## src/rtl/instruction_fetch_if.sv

```systemverilog
// Fetch-stage bus bundle: instruction-memory request/response, redirect, and decode handshake.
// master = fetch stage, slave = memory/decode/branch side.
interface instruction_fetch_if;
  logic        imem_req_valid;
  logic        imem_req_ready;
  logic [31:0] imem_req_addr;
  logic        imem_rsp_valid;
  logic [31:0] imem_rsp_data;
  logic        redirect_valid;
  logic [31:0] redirect_pc;
  logic        instr_valid;
  logic        instr_ready;
  logic [31:0] instruction;
  logic [31:0] instr_pc;

  modport master (
    output imem_req_valid, imem_req_addr, instr_valid, instruction, instr_pc,
    input  imem_req_ready, imem_rsp_valid, imem_rsp_data, redirect_valid, redirect_pc,
    input  instr_ready
  );

  modport slave (
    input  imem_req_valid, imem_req_addr, instr_valid, instruction, instr_pc,
    output imem_req_ready, imem_rsp_valid, imem_rsp_data, redirect_valid, redirect_pc,
    output instr_ready
  );
endinterface

```

## src/rtl/instruction_fetch.sv

```systemverilog
// Fetch stage: issues word fetches under a credit limit, buffers in-order responses in a
// show-ahead FIFO toward decode, and flushes/restarts on a redirect pulse.
module instruction_fetch #(
  parameter logic [31:0] RESET_PC = 32'h0000_0000,
  parameter int          DEPTH    = 2
) (
  input  logic                clk,
  input  logic                reset,
  instruction_fetch_if.master bus
);
  localparam int CW = $clog2(DEPTH + 1);
  localparam int PW = (DEPTH > 1) ? $clog2(DEPTH) : 1;
  localparam logic [CW:0] DEPTH_W = (CW + 1)'(DEPTH);

  logic [31:0]   pc;
  logic [31:0]   rsp_pc;
  logic [CW-1:0] outstanding;
  logic [CW-1:0] drop_cnt;
  logic [CW-1:0] fifo_count;
  logic [PW-1:0] rd_ptr;
  logic [PW-1:0] wr_ptr;
  logic [31:0]   mem_data [DEPTH];
  logic [31:0]   mem_pc   [DEPTH];
  logic          run;

  logic [CW:0]   credit_used;
  logic          req_fire;
  logic          rsp_drop;
  logic          push;
  logic          pop;
  logic [31:0]   redirect_tgt;
  logic [CW-1:0] inflight_after_rsp;

  function automatic logic [PW-1:0] ptr_inc(input logic [PW-1:0] p);
    return (p == PW'(DEPTH - 1)) ? '0 : p + PW'(1);
  endfunction

  // Buffered plus in-flight fetches never exceed DEPTH, so a push can never overflow.
  always_comb begin
    credit_used        = {1'b0, fifo_count} + {1'b0, outstanding};
    bus.imem_req_valid = run && !bus.redirect_valid && (credit_used < DEPTH_W);
    bus.imem_req_addr  = pc;
    bus.instr_valid    = (fifo_count != '0) && !bus.redirect_valid;
    bus.instruction    = mem_data[rd_ptr];
    bus.instr_pc       = mem_pc[rd_ptr];
    req_fire           = bus.imem_req_valid && bus.imem_req_ready;
    rsp_drop           = (drop_cnt != '0);
    push               = bus.imem_rsp_valid && !rsp_drop && !bus.redirect_valid;
    pop                = bus.instr_valid && bus.instr_ready;
    redirect_tgt       = {bus.redirect_pc[31:2], 2'b00};
    inflight_after_rsp = outstanding - CW'(bus.imem_rsp_valid);
  end

  always_ff @(posedge clk) begin
    if (reset) begin
      pc          <= RESET_PC;
      rsp_pc      <= RESET_PC;
      outstanding <= '0;
      drop_cnt    <= '0;
      fifo_count  <= '0;
      rd_ptr      <= '0;
      wr_ptr      <= '0;
      run         <= 1'b0;
      for (int i = 0; i < DEPTH; i++) begin
        mem_data[i] <= '0;
        mem_pc[i]   <= '0;
      end
    end else begin
      run <= 1'b1;
      if (push) begin
        mem_data[wr_ptr] <= bus.imem_rsp_data;
        mem_pc[wr_ptr]   <= rsp_pc;
      end
      if (bus.redirect_valid) begin
        // Everything still in flight belongs to the old path and must be discarded.
        pc          <= redirect_tgt;
        rsp_pc      <= redirect_tgt;
        outstanding <= inflight_after_rsp;
        drop_cnt    <= inflight_after_rsp;
        fifo_count  <= '0;
        rd_ptr      <= '0;
        wr_ptr      <= '0;
      end else begin
        if (req_fire) pc <= pc + 32'd4;
        outstanding <= outstanding + CW'(req_fire) - CW'(bus.imem_rsp_valid);
        if (bus.imem_rsp_valid && rsp_drop) drop_cnt <= drop_cnt - CW'(1);
        if (push) begin
          wr_ptr <= ptr_inc(wr_ptr);
          rsp_pc <= rsp_pc + 32'd4;
        end
        if (pop) rd_ptr <= ptr_inc(rd_ptr);
        fifo_count <= fifo_count + CW'(push) - CW'(pop);
      end
    end
  end
endmodule
```

## src/flat_wrapper.sv

```systemverilog
// flat-port wrapper written by rule: the top's interface ports become plain ports
module instruction_fetch_flat 
#(
  parameter logic [31:0] RESET_PC = 32'h0000_0000,
  parameter int          DEPTH    = 2
)
  (clk, reset, bus_imem_req_valid, bus_imem_req_addr, bus_instr_valid, bus_instruction, bus_instr_pc, bus_imem_req_ready, bus_imem_rsp_valid, bus_imem_rsp_data, bus_redirect_valid, bus_redirect_pc, bus_instr_ready);
  instruction_fetch_if bus_i ();
  input  logic clk;
  input  logic reset;
  output wire logic [$bits(bus_i.imem_req_valid)-1:0] bus_imem_req_valid;
  output wire logic [$bits(bus_i.imem_req_addr)-1:0] bus_imem_req_addr;
  output wire logic [$bits(bus_i.instr_valid)-1:0] bus_instr_valid;
  output wire logic [$bits(bus_i.instruction)-1:0] bus_instruction;
  output wire logic [$bits(bus_i.instr_pc)-1:0] bus_instr_pc;
  input wire logic [$bits(bus_i.imem_req_ready)-1:0] bus_imem_req_ready;
  input wire logic [$bits(bus_i.imem_rsp_valid)-1:0] bus_imem_rsp_valid;
  input wire logic [$bits(bus_i.imem_rsp_data)-1:0] bus_imem_rsp_data;
  input wire logic [$bits(bus_i.redirect_valid)-1:0] bus_redirect_valid;
  input wire logic [$bits(bus_i.redirect_pc)-1:0] bus_redirect_pc;
  input wire logic [$bits(bus_i.instr_ready)-1:0] bus_instr_ready;
  assign bus_imem_req_valid = bus_i.imem_req_valid;
  assign bus_imem_req_addr = bus_i.imem_req_addr;
  assign bus_instr_valid = bus_i.instr_valid;
  assign bus_instruction = bus_i.instruction;
  assign bus_instr_pc = bus_i.instr_pc;
  assign bus_i.imem_req_ready = bus_imem_req_ready;
  assign bus_i.imem_rsp_valid = bus_imem_rsp_valid;
  assign bus_i.imem_rsp_data = bus_imem_rsp_data;
  assign bus_i.redirect_valid = bus_redirect_valid;
  assign bus_i.redirect_pc = bus_redirect_pc;
  assign bus_i.instr_ready = bus_instr_ready;
  instruction_fetch #(.RESET_PC(RESET_PC), .DEPTH(DEPTH)) u_core (.clk(clk), .reset(reset), .bus(bus_i));
endmodule
```

## config.mk

```make
export PLATFORM = sky130hd
export DESIGN_NAME = instruction_fetch_flat
export DESIGN_NICKNAME = d
export VERILOG_FILES = /design/src/rtl/instruction_fetch_if.sv /design/src/rtl/instruction_fetch.sv /design/src/flat_wrapper.sv
export SDC_FILE = /design/constraint.sdc
export NUM_CORES = 1
export LEC_CHECK = 0
export BUFFER_PORTS_ARGS = -buffer_cell sky130_fd_sc_hd__buf_4
export CAP_MARGIN = 5
export CORE_MARGIN = 5
export CORE_UTILIZATION = 35
export DETAILED_ROUTE_END_ITERATION = 8
export PLACE_DENSITY = 0.5
export SYNTH_ARGS = -nofsm -noshare
export SYNTH_HDL_FRONTEND = slang
export SYNTH_SLANG_ARGS = --single-unit
```

## constraint.sdc

```tcl
create_clock -name clk -period 6.52 [get_ports clk]
set_clock_uncertainty 0.05 [all_clocks]
set_input_delay 0.326 -clock clk [delete_from_list [all_inputs] [get_ports clk]]
set_output_delay 0.326 -clock clk [all_outputs]
set_load 0.005 [all_outputs]
```

; After elaboration in Yosys (flattened, before gate mapping)
; Memory sizes are Yosys's and may differ from the RTL's. A register that Yosys moved wholly into a read port is not among the register bits.
; Cells that the tools add are included.
[op_classes]
shift = 0
add_sub_neg = 11
n_bitwise = 0
n_lt_le_gt_ge = 1
n_mul = 0
div = 0
n_eq_ne = 0
n_mux = 25
reduce_logical = 18
[ops]
columns = cell, n
row1 = $mux 32, 6
row2 = $add 32x3->32 const B, 2
row3 = $reduce_or 32->1, 2
row4 = $mux 1, 16
row5 = $reduce_bool 2->1, 5
row6 = $logic_and 1x1->1, 8
row7 = $mux 2, 3
row8 = $sub 2x1->2, 3
row9 = $add 2x1->2, 2
row10 = $add 2x2->3, 1
row11 = $lt 3x2->1 const B, 1
row12 = $add 1x1->1 const B, 2
row13 = $logic_not 1->1, 2
row14 = $reduce_or 2->1, 1
row15 = $sub 2x1->2 const B, 1
[word_totals]
output_inout_bits = 98
word_cells = 67
mem_count = 2
rom_bits = 0
in_bits = 70
ramBits = 128
latch_bits = 0
register_bits = 73
[mem_list]
columns = memory, words, width, rd, rd_ports_with_merged_regs, write_ports, line
row1 = u_core.mem_data, 2, 32, 1, 1, 2, instruction_fetch.sv:22  ; logic [31:0] mem_data [DEPTH];
row2 = u_core.mem_pc, 2, 32, 1, 1, 2, instruction_fetch.sv:23  ; logic [31:0] mem_pc [DEPTH];

; Depth between registers and ports, before layout
[logic_depth]
ltp_word = 9
ltp_mapped = 10
depth_no_buf = 10

; Worst setup path after synthesis
; No wires, ideal clock.
[synth_timing]
path_type = input to register
startpoint = input port bus_redirect_valid
endpoint = memory u_core.mem_data[0][0] (enable)
path_slack_ps = 536
setup_time_ps = 574
t_arrival_ps = 5360
required_time_ps = 5896
path_buffers = 2
stages = 3
path_cell_list = clkbuf_1 > buf_1 > o31ai_1
[synth_lines]
columns = element, line
row1 = start: declaration, flat_wrapper.sv:19  ; input wire logic [$bits(bus_i.redirect_valid)-1:0] bus_redirect_valid;
row2 = end: declaration, instruction_fetch.sv:22

==> Implementation_results.wiki <==
{| class="wikitable"
! Metric !! Value
|-
| Class of the most critical setup path || flip-flop to flip-flop
|-
| Number of instances resized during post-cts repair || 0
|-
| M2 GR Usage || 24.0%
|-
| Area of the mapped netlist || 9080 um^2
|-
| Number of hold-slack violations in the final timing report || 0
|-
| Worst hold-check slack || 0.0999 ns
|-
| GRT Residual Overflow || 0
|-
| Top cell type's share of synthesized area || 41.0%
|-
| Most Frequent Cell on Critical Path || buf_4
|-
| Path class of the lowest-slack min-delay path || input pin to flip-flop
|-
| Die extent in x || 171 um
|-
| Post-route cell area || 11200 um^2
|-
| Dominant cells by area after synthesis || edfxtp_1, dfxtp_1, and2_1, mux2_2, xnor2_1
|-
| Clock Tree Buf Depth || 2
|-
| Maximum VDD drop || 0.132 mV
|-
| Endpoint kind of the worst setup timing path || flip-flop
|-
| Yosys warns || 0
|-
| Biggest area consumer among synthesized cells || edfxtp_1
|-
| CTS hold repair buffers || 0
|-
| Routed wirelength normalized by instance count || 18.1 um
|-
| Top flip-flop cell by instance count after synthesis || edfxtp_1
|-
| Number of instances on the worst hold path || 3
|-
| Total area of multi-input combinational cells || 3750 um^2
|-
| Final-stage net count || 1011
|-
| Clock latency at the later pin of the worst-skew pair || 0.43 ns
|-
| Post-detailed-placement half-perimeter wirelength || 15300 um
|-
| Number of CTS-inserted buffers || 17
|-
| Maximum single-stage delay on the critical path || 0.87 ns
|-
| Hold Crit Endpoint || u_core.bus.imem_req_addr[28]$_SDFFE_PP0P_
|-
| Setup tns final || 0 ns
|-
| Port Buf Inserts || 161
|-
| Reg-to-reg startpoint || u_core.drop_cnt[0]$_SDFFE_PP0P_
|-
| Total area of sequential cells || 5130 um^2
|-
| CP delay by family, top || simple AND/OR/NAND/NOR gates
|-
| Remaining antenna violation count after routing || 0
|-
| Buffers and inverters on the worst path || 3
|-
| Max Cap Viol || 0
|-
| Via count of the routed design || 6301
|-
| Number of antenna violations at the first check in global routing || 0
|-
| Grt met3 use || 3.74%
|-
| Die span in y || 171 um
|-
| Root Buffer || clkbuf_16
|-
| Fraction of final layout cells with drive strength greater than 1 || 29.2%
|-
| Leakage power || 4.31 nW
|-
| Reg-to-reg slack, setup || 3.08 ns
|-
| Number of flops mapped to enable cells by yosys || 124
|-
| Number of different library cells in the post-synthesis netlist || 49
|-
| Final Power || 2.78 mW
|-
| Placed cell areas || 10600 um^2
|-
| Met1 usage || 23.0%
|-
| F_max || 0.291 GHz
|-
| Overall track demand over capacity in global routing || 15.7%
|-
| Most Used Layer, Global Route || met2
|-
| Share of synthesized area occupied by flip-flops and latches || 56.4%
|-
| Count of state elements after synthesis || 194
|-
| GPL Wtd Cong || 0.848
|-
| Die area || 29300 um^2
|-
| Destination of the worst register-to-register timing path || u_core.mem_data[1][10]$_SDFFCE_PN0P_
|-
| Mean instance size in the synthesized netlist || 11.5 um^2
|-
| Status || finished, final reports clean
|-
| Via density per instance || 4.92
|-
| Final period utilization || 52.7%
|-
| Slew at the pin closest to its max-slew limit || 0.983 ns
|-
| Time the worst path needs with I/O delays and setup || 3.44 ns
|-
| Fin cells || 1281
|-
| Unrepaired setup endpoints after global routing || no
|-
| Number of diodes added for antenna fixing || 0
|-
| Critical path required time || 6.56 ns
|-
| Initial core utilization || 35.1%
|-
| List of most frequent post-synthesis cells || and2_1, edfxtp_1, dfxtp_1
|-
| Headroom to the max-slew limit || 34.5%
|-
| Largest net degree at the start of global routing || 65
|-
| Worst path cell trace || inv_1 -> ha_1 -> and2_1 -> and3_2 -> buf_4 -> or2_2 -> buf_4
|-
| Critical-path maximum fanout || 63
|-
| Clock input transition at the sequential cells of the worst setup and hold paths || 0.08 ns
|-
| I/O pin count || 168
|-
| Cell count after synthesis || 787
|-
| Vias in the first global route || 6337
|-
| Slowest stage cell, crit path || or2_2
|-
| Clock Sink Count || 194
|-
| Drc violations || 0
|-
| Number of detailed-route iterations in the first pass || 4
|-
| Floorplan row count || 59
|-
| Pwr/cell area || 248 nW/um^2
|-
| CTS tree || built
|-
| Setup Buffers After CTS || 0
|-
| P&R area growth vs syn || 23.5%
|-
| Placed Instances || 1249
|-
| Leading cell type by number of instances after synthesis || and2_1
|-
| Final setup violating endpoints || 0
|-
| First-pass GRT wire length || 35600 um
|-
| CORE AREA || 25800 um^2
|-
| H-tree level count || 4
|-
| Total wirelength of the detailed-routed design || 23100 um
|-
| CP arrival || 3.48 ns
|-
| Startpoint of the most critical hold path || bus_redirect_pc[28]
|-
| Kind of start point of the critical path || flip-flop
|-
| Post-synth ARST share || 0%
|-
| Fillcell total || 2483
|-
| Max-slew violations || 0
|-
| Number of cells on the worst reg-to-reg path || 7
|-
| Starting DRC count in detailed routing || 358
|}
==> cells by family (layout without fill, tap and decap cells) <==
family | Yosys count | in the layout | share of synthesized area [%]
and+or+nand+nor | 308 | 308 | 19.2
DFF | 194 | 194 | 56.4
AOI/OAI and AO/OA | 96 | 96 | 7.18
muxes | 65 | 65 | 8.03
buffers and inverters | 60 | 216 | 2.65
xor gates and xnor gates | 55 | 55 | 5.30
adders and majority gates | 8 | 8 | 1.18
other | 1 | 4 | 0.0413
==> worst max path at each step <==
stage	from	endpoint	slack [ns]	depth (start not counted)
2_1_floorplan	bus_redirect_valid	u_core.mem_data[0][0]$_SDFFCE_PN0P_	0.54	3
3_3_place_gp	u_core.drop_cnt[0]$_SDFFE_PP0P_	u_core.mem_data[1][1]$_SDFFCE_PN0P_	3.01	7
3_5_place_dp	u_core.drop_cnt[0]$_SDFFE_PP0P_	u_core.mem_data[1][1]$_SDFFCE_PN0P_	2.95	7
4_1_cts	u_core.drop_cnt[0]$_SDFFE_PP0P_	u_core.mem_pc[1][24]$_SDFFCE_PN0P_	2.92	7
5_1_grt	u_core.drop_cnt[0]$_SDFFE_PP0P_	u_core.mem_pc[1][24]$_SDFFCE_PN0P_	2.78	7
6_report	u_core.drop_cnt[0]$_SDFFE_PP0P_	u_core.mem_data[1][10]$_SDFFCE_PN0P_	3.08	7
==> registers in the layout (all words and copies together), names as in the netlist, named ones only <==
| register | cells |
|---|---|
| u_core.mem_pc | 60 |
| u_core.rsp_pc | 30 |
| u_core.bus.imem_req_addr | 30 |
| u_core.mem_data | 64 |
| u_core.rd_ptr | 1 |
| u_core.run | 1 |
| u_core.outstanding | 2 |
| u_core.wr_ptr | 1 |
| u_core.drop_cnt | 2 |
| u_core.fifo_count | 2 |
==> final cells by class <==
cell class	instances	share of cell area [%]
clock buffer	17	3.79
inverter	14	0.468
tap	335	3.74
clock inverter	15	1.51
sequential	194	45.7
timing repair buffer	170	11.4
multi-input combinational	536	33.4
==> worst register-to-register path, stage by stage, from the launching register on <==
cell and delay (ns):
dfxtp_1 0.33, inv_1 0.06, ha_1 0.19, and2_1 0.36, and3_2 0.24, buf_4 0.49
or2_2 0.89, buf_4 0.48
==> report_power, final <==
| group | switching (mW) | leakage, nW | total [mW] | internal, mW |
|---|---|---|---|---|
| sequential | 0.0534 | 1.87 | 1.43 | 1.38 |
| clock | 0.510 | 0.287 | 1.06 | 0.546 |
| combinational | 0.143 | 2.16 | 0.291 | 0.148 |
| total | 0.706 | 4.31 | 2.78 | 2.07 |
==> placed cells by master (no fill, tap or decap), types with 12 or more instances in the layout <==
master | Yosys | final
a21oi_1 | 14 | 14
buf_4 | 4 | 170
nand2_1 | 40 | 40
a21boi_0 | 18 | 18
clkbuf_16 | 0 | 17
nand3_1 | 31 | 31
inv_1 | 13 | 12
nand4_1 | 17 | 17
mux2_2 | 63 | 63
dfxtp_1 | 70 | 69
xor2_1 | 23 | 23
edfxtp_1 | 124 | 124
nor2_1 | 32 | 31
xnor2_1 | 32 | 32
and2_1 | 129 | 129
nor3_1 | 17 | 17
and3_1 | 13 | 12
o21a_1 | 15 | 15
a211oi_1 | 13 | 13
==> layer usage <==
layer | part of all wire (%) | vias to the layer above
met4 | 1.0 | 0
met3 | 6.5 | 18
met2 | 44 | 205
met1 | 49 | 2968
met5 | 0 | -
li1 | - | 3110
==> metrics by stage <==
stage	util [%]	setup WS, ns
2_1_floorplan	-	0.536
3_3_place_gp	41.1	3.01
3_5_place_dp	41.1	2.95
4_1_cts	43.4	2.92
5_1_grt	43.4	2.78
6_report	43.4	3.08
(Power assumes the default switching activity.)
